## config.mk

```make
export PLATFORM = sky130hd
export DESIGN_NAME = keypad_access_controller
export DESIGN_NICKNAME = d
export VERILOG_FILES = /design/src/rtl/keypad_access_controller.sv
export SDC_FILE = /design/constraint.sdc
export NUM_CORES = 1
export LEC_CHECK = 0
export CORE_MARGIN = 2
export CORE_UTILIZATION = 45
export DETAILED_ROUTE_END_ITERATION = 8
export MAX_ROUTING_LAYER = met4
export PLACE_DENSITY = 0.67
export SLEW_MARGIN = 20
export SYNTH_ARGS = -nofsm -noshare
export SYNTH_HDL_FRONTEND = slang
export SYNTH_SLANG_ARGS = --single-unit
```

## constraint.sdc

```tcl
create_clock -name clk -period 2.34 [get_ports clk]
set_input_delay 0.468 -clock clk [delete_from_list [all_inputs] [get_ports clk]]
set_output_delay 0.468 -clock clk [all_outputs]
set_load 0.02 [all_outputs]
```

## src/rtl/keypad_access_controller.sv

```systemverilog
// keypad_access_controller
// Keypad lock: buffers NUM_DIGITS digits, checks them on submit, holds the door
// unlocked for UNLOCK_CYCLES, and locks the keypad out for LOCKOUT_CYCLES after
// MAX_FAILS consecutive failures. Abandoned entries are dropped after ENTRY_TIMEOUT
// idle cycles. One down-counter serves the timeout, unlock and lockout phases.
module keypad_access_controller #(
    parameter int unsigned NUM_DIGITS     = 4,
    parameter int unsigned DIGIT_W        = 4,
    parameter logic [NUM_DIGITS*DIGIT_W-1:0] CODE = 16'h92C7,
    parameter int unsigned MAX_FAILS      = 3,
    parameter int unsigned UNLOCK_CYCLES  = 500,
    parameter int unsigned LOCKOUT_CYCLES = 1000,
    parameter int unsigned ENTRY_TIMEOUT  = 200
) (
    input  logic                              clk,
    input  logic                              reset,
    input  logic                              digit_valid,
    input  logic [DIGIT_W-1:0]                digit_in,
    input  logic                              submit,
    input  logic                              clear,
    output logic                              door_unlocked,
    output logic                              locked_out,
    output logic [$clog2(MAX_FAILS+1)-1:0]    fail_count,
    output logic [$clog2(NUM_DIGITS+1)-1:0]   digits_entered,
    output logic                              good_pulse,
    output logic                              bad_pulse
);

    localparam int unsigned BUF_W  = NUM_DIGITS * DIGIT_W;
    localparam int unsigned FAIL_W = $clog2(MAX_FAILS + 1);
    localparam int unsigned CNT_W  = $clog2(NUM_DIGITS + 1);
    localparam int unsigned MAX_UL = (UNLOCK_CYCLES > LOCKOUT_CYCLES) ? UNLOCK_CYCLES : LOCKOUT_CYCLES;
    localparam int unsigned MAX_T  = (MAX_UL > ENTRY_TIMEOUT) ? MAX_UL : ENTRY_TIMEOUT;
    localparam int unsigned TMR_W  = $clog2(MAX_T) + 1;

    localparam logic [CNT_W-1:0]  DIGITS_FULL = CNT_W'(NUM_DIGITS);
    localparam logic [FAIL_W-1:0] FAIL_LIMIT  = FAIL_W'(MAX_FAILS);
    // Counter loads are N-1 so the phase lasts exactly N cycles ending at zero.
    localparam logic [TMR_W-1:0]  T_UNLOCK    = TMR_W'(UNLOCK_CYCLES - 1);
    localparam logic [TMR_W-1:0]  T_LOCKOUT   = TMR_W'(LOCKOUT_CYCLES - 1);
    localparam logic [TMR_W-1:0]  T_ENTRY     = TMR_W'(ENTRY_TIMEOUT - 1);

    typedef enum logic [1:0] {
        S_IDLE,
        S_ENTRY,
        S_UNLOCKED,
        S_LOCKOUT
    } state_t;

    state_t              state_q, state_d;
    logic [BUF_W-1:0]    buf_q, buf_d;
    logic [CNT_W-1:0]    dig_q, dig_d;
    logic [FAIL_W-1:0]   fail_q, fail_d, fail_inc;
    logic [TMR_W-1:0]    tmr_q, tmr_d;
    logic                door_q, door_d;
    logic                lock_q, lock_d;
    logic                good_q, good_d;
    logic                bad_q, bad_d;

    // State and datapath registers; reset aborts any unlock or lockout at once.
    always_ff @(posedge clk or posedge reset) begin
        if (reset) begin
            state_q <= S_IDLE;
            buf_q   <= '0;
            dig_q   <= '0;
            fail_q  <= '0;
            tmr_q   <= '0;
            door_q  <= 1'b0;
            lock_q  <= 1'b0;
            good_q  <= 1'b0;
            bad_q   <= 1'b0;
        end else begin
            state_q <= state_d;
            buf_q   <= buf_d;
            dig_q   <= dig_d;
            fail_q  <= fail_d;
            tmr_q   <= tmr_d;
            door_q  <= door_d;
            lock_q  <= lock_d;
            good_q  <= good_d;
            bad_q   <= bad_d;
        end
    end

    // Next-state and registered-output logic; submit > clear > digit_valid in IDLE/ENTRY.
    always_comb begin
        state_d  = state_q;
        buf_d    = buf_q;
        dig_d    = dig_q;
        fail_d   = fail_q;
        tmr_d    = tmr_q;
        door_d   = door_q;
        lock_d   = lock_q;
        good_d   = 1'b0;
        bad_d    = 1'b0;
        fail_inc = fail_q + 1'b1;

        case (state_q)
            S_IDLE, S_ENTRY: begin
                if (submit) begin
                    if (dig_q != '0) begin
                        buf_d = '0;
                        dig_d = '0;
                        if (dig_q == DIGITS_FULL && buf_q == CODE) begin
                            good_d  = 1'b1;
                            fail_d  = '0;
                            door_d  = 1'b1;
                            tmr_d   = T_UNLOCK;
                            state_d = S_UNLOCKED;
                        end else begin
                            bad_d  = 1'b1;
                            fail_d = fail_inc;
                            if (fail_inc == FAIL_LIMIT) begin
                                lock_d  = 1'b1;
                                tmr_d   = T_LOCKOUT;
                                state_d = S_LOCKOUT;
                            end else begin
                                state_d = S_IDLE;
                            end
                        end
                    end
                end else if (clear) begin
                    buf_d   = '0;
                    dig_d   = '0;
                    state_d = S_IDLE;
                end else if (digit_valid) begin
                    if (dig_q != DIGITS_FULL) begin
                        buf_d = (buf_q << DIGIT_W) | BUF_W'(digit_in);
                        dig_d = dig_q + 1'b1;
                    end
                    tmr_d   = T_ENTRY;
                    state_d = S_ENTRY;
                end else if (state_q == S_ENTRY) begin
                    if (tmr_q == '0) begin
                        buf_d   = '0;
                        dig_d   = '0;
                        state_d = S_IDLE;
                    end else begin
                        tmr_d = tmr_q - 1'b1;
                    end
                end
            end
            S_UNLOCKED: begin
                if (clear || tmr_q == '0) begin
                    door_d  = 1'b0;
                    state_d = S_IDLE;
                end else begin
                    tmr_d = tmr_q - 1'b1;
                end
            end
            S_LOCKOUT: begin
                if (tmr_q == '0) begin
                    lock_d  = 1'b0;
                    fail_d  = '0;
                    state_d = S_IDLE;
                end else begin
                    tmr_d = tmr_q - 1'b1;
                end
            end
            default: state_d = S_IDLE;
        endcase
    end

    assign door_unlocked  = door_q;
    assign locked_out     = lock_q;
    assign fail_count     = fail_q;
    assign digits_entered = dig_q;
    assign good_pulse     = good_q;
    assign bad_pulse      = bad_q;

endmodule
```

==> results.json <==
{
  "startpoint_type": "register",
  "drt_iter0_drc": 168,
  "fin_area_sq_mm": 0.00262,
  "crit_family": "simple AND/OR/NAND/NOR gates",
  "synthArstFlopShare_pct": 100,
  "fin_tns_setup_ps": 0,
  "cp_cell_sequence": "inv_1 -> ha_2 -> or4b_4 -> nor4_4 -> buf_4 -> a22oi_4 -> and2_4 -> a22o_1",
  "worstSkewPairLatency_ps": 290,
  "cp.arrival_ps": 2430,
  "seq_area_frac_synth_pct": 44.1,
  "wl_per_cell_um": 14.6,
  "required_ps": 2530,
  "grt_pass1_vias": 1812,
  "place_area_sq_mm": 0.00250,
  "fin_crit_sh_pct": 95.8,
  "synth.avg_cell_area_sq_um": 8.80,
  "io_pins": 18,
  "ir_worst_vdd_uv": 443,
  "skew_ps": 3.98,
  "worst_slack_ps": 99.2,
  "whs_ps": 488,
  "synth_top_area_cell": "dfrtp_1",
  "syn-num-nets": 258,
  "grt_start_max_net_pins": 39,
  "drc": 0,
  "ys_ff_latch": 38,
  "rsz0062_at_grt": "no",
  "grt.total_usage_pct": 21.0,
  "syn_to_final_growth_pct": 21.3,
  "fp.dieH_um": 73.2,
  "cts.htree.levels": 2,
  "dp_slack_ps": 54.1,
  "start_util_pct": 46.3,
  "cp_slowest_cell": "or4b_4",
  "hpwlAfterDp_um": 3490,
  "outcome": "finished clean",
  "antenna_found_initial": 0,
  "place_congestion": 0.846,
  "nets": 294,
  "vias": 1893,
  "tightest_slew_ps": 608,
  "cts.clk_slew.worst_paths_ps": 80,
  "maxCapViolations": 0,
  "fin_crit_ps": 2240,
  "core_region_area_sq_mm": 0.00466,
  "cts_tree": "built",
  "hold_viol": 0,
  "path_class": "register to register",
  "p_per_area_mw_per_mm2": 798,
  "synth_area_leaders": "dfrtp_1 44%, nand2_1 7.8%, o21ai_0 7.0%",
  "wl_um": 4900,
  "dr.pass1.iters": 4,
  "cts_buffers": 5,
  "synth_enable_flop_cells": 0,
  "relSlewSlack_pct": 59.1,
  "critPathBufInv": 2,
  "max_stage_delay_ps": 510,
  "num_antenna_cells": 0,
  "hp-class": "register to register",
  "syn-cell-area_sq_mm": 0.00216,
  "synth_cell_types": 53,
  "worstPathMaxFanout": 9,
  "die_w_um": 73.2,
  "cts_sinks": 38,
  "max_freq_mhz": 446,
  "critPathCaptureType": "register",
  "root_buffer": "clkbuf_8",
  "rows": 25,
  "slew_viol_final": 0,
  "ant_nets": 0,
  "dieArea_sq_mm": 0.00536,
  "io_buffers": 17,
  "yosys_most_used_dff": "dfrtp_1",
  "via_per_inst": 5.63,
  "leakage_nw": 1.12,
  "yosysTopAreaCellShare_pct": 44.1,
  "grt_pass1_wl_um": 8520,
  "synth_cells": 245,
  "clockBufferDepth": 2,
  "fill_cells": 399,
  "grt_overflow": 0,
  "setup_viol": 0,
  "synth-warning-count": 0,
  "drive_gt1_share_pct": 16.7
}
layer usage:
metal / GRT usage, % / vias up / routed length [um]
met1: 27.9 / 886 / 2290
met2: 31.9 / 48 / 2350
met3: 3.87 / 10 / 163
met5: - / - / 0
met4: 7.82 / 0 / 94
li1: - / 949 / -
power breakdown:
group	switching, W	leakage, nW	internal (W)
logic	0.000354	0.582	0.000329
clock network	0.000240	0.0472	0.000237
registers	0.000147	0.492	0.000781
per-stage QoR:
step / total power, W / util (%) / instances
6_report: 0.00209 / 56.1 / 336
5_1_grt: 0.00224 / 56.1 / 336
4_1_cts: 0.00211 / 55.8 / 334
3_5_place_dp: 0.00162 / 53.7 / 326
3_3_place_gp: 0.00160 / 53.7 / 326
2_1_floorplan: 0.00136 / - / 245
state kept, by name, indices dropped and copies added (netlist names):
register and cells:
locked_out 1, door_unlocked 1, tmr_q 11, good_pulse 1, bad_pulse 1, fail_count 2
buf_q 16, digits_entered 3, state_q 2
worst reg2reg max path, cell delays in order, from the launching register on:
cell and delay, ps:
dfrtp_1 420, inv_1 90, ha_2 210, or4b_4 510, nor4_4 220, buf_4 180
a22oi_4 90, and2_4 210, a22o_1 210
layout by cell type (no fill, tap or decap), types with 6 or more instances in the layout:
master	n
o211ai_1	6
clkbuf_8	6
nor3_1	7
o21ai_0	30
nor2_1	15
nand3_1	11
clkdlybuf4s50_1	17
inv_1	10
nand2_1	45
buf_4	22
dfrtp_1	38
Yosys cell counts, drive strengths merged, types with 2 or more instances:
cell and count:
o31ai 5, clkbuf 8, or4b 2, or2 4
nand2 45, nand2b 5, buf 2, nor4b 2
nand4b 3, nand3 11, o21ai 31, or3 3
o22a 2, nor2 15, inv 10, o211ai 6
nor2b 5, dfrtp 38, a21oi 4, ha 4
nor3 7, nor4 3, a22o 5, and2 2
a22oi 3
layout make-up:
type,count,area (sq um),area share (%)
Inverter,10,37.5,1.43
Timing Repair Buffer,39,335,12.8
Clock buffer,6,82.6,3.16
Sequential cell,38,951,36.3
Clock inverter,2,12.5,0.478
Tap cell,54,67.6,2.58
Multi-Input combinational cell,187,1130,43.2
path summary, 6_finish.rpt:
| check | from | endpoint | slack [ps] | cells past startpoint |
|---|---|---|---|---|
| worst max-delay path | tmr_q[1] | tmr_q[6] | 100 | 8 |
| min in group asynchronous | reset | state_q[0] | 580 | 3 |
| worst min-delay path | buf_q[14] | buf_q[14] | 490 | 2 |
| max in group asynchronous | reset | door_unlocked | 1420 | 3 |
| worst max register to register | tmr_q[1] | tmr_q[6] | 100 | 8 |
| worst min register to register | buf_q[14] | buf_q[14] | 490 | 2 |
logic make-up after synthesis:
group,after synthesis,share of synthesized area (%)
DFF,38,44.1
buffers and inverters,20,3.89
AOI/OAI and AO/OA,68,21.2
and+or+nand+nor,114,28.1
xor gates and xnor gates,1,0.406
adders and majority gates,4,2.32
timing repair:
item / CTS / global route
hold buffers: 0 / 0
resized for setup: 0 / 1
buffers inserted: 0 / 2
endpoints found under the setup margin: 0 / 8
Power figures use the tool's default switching activity.
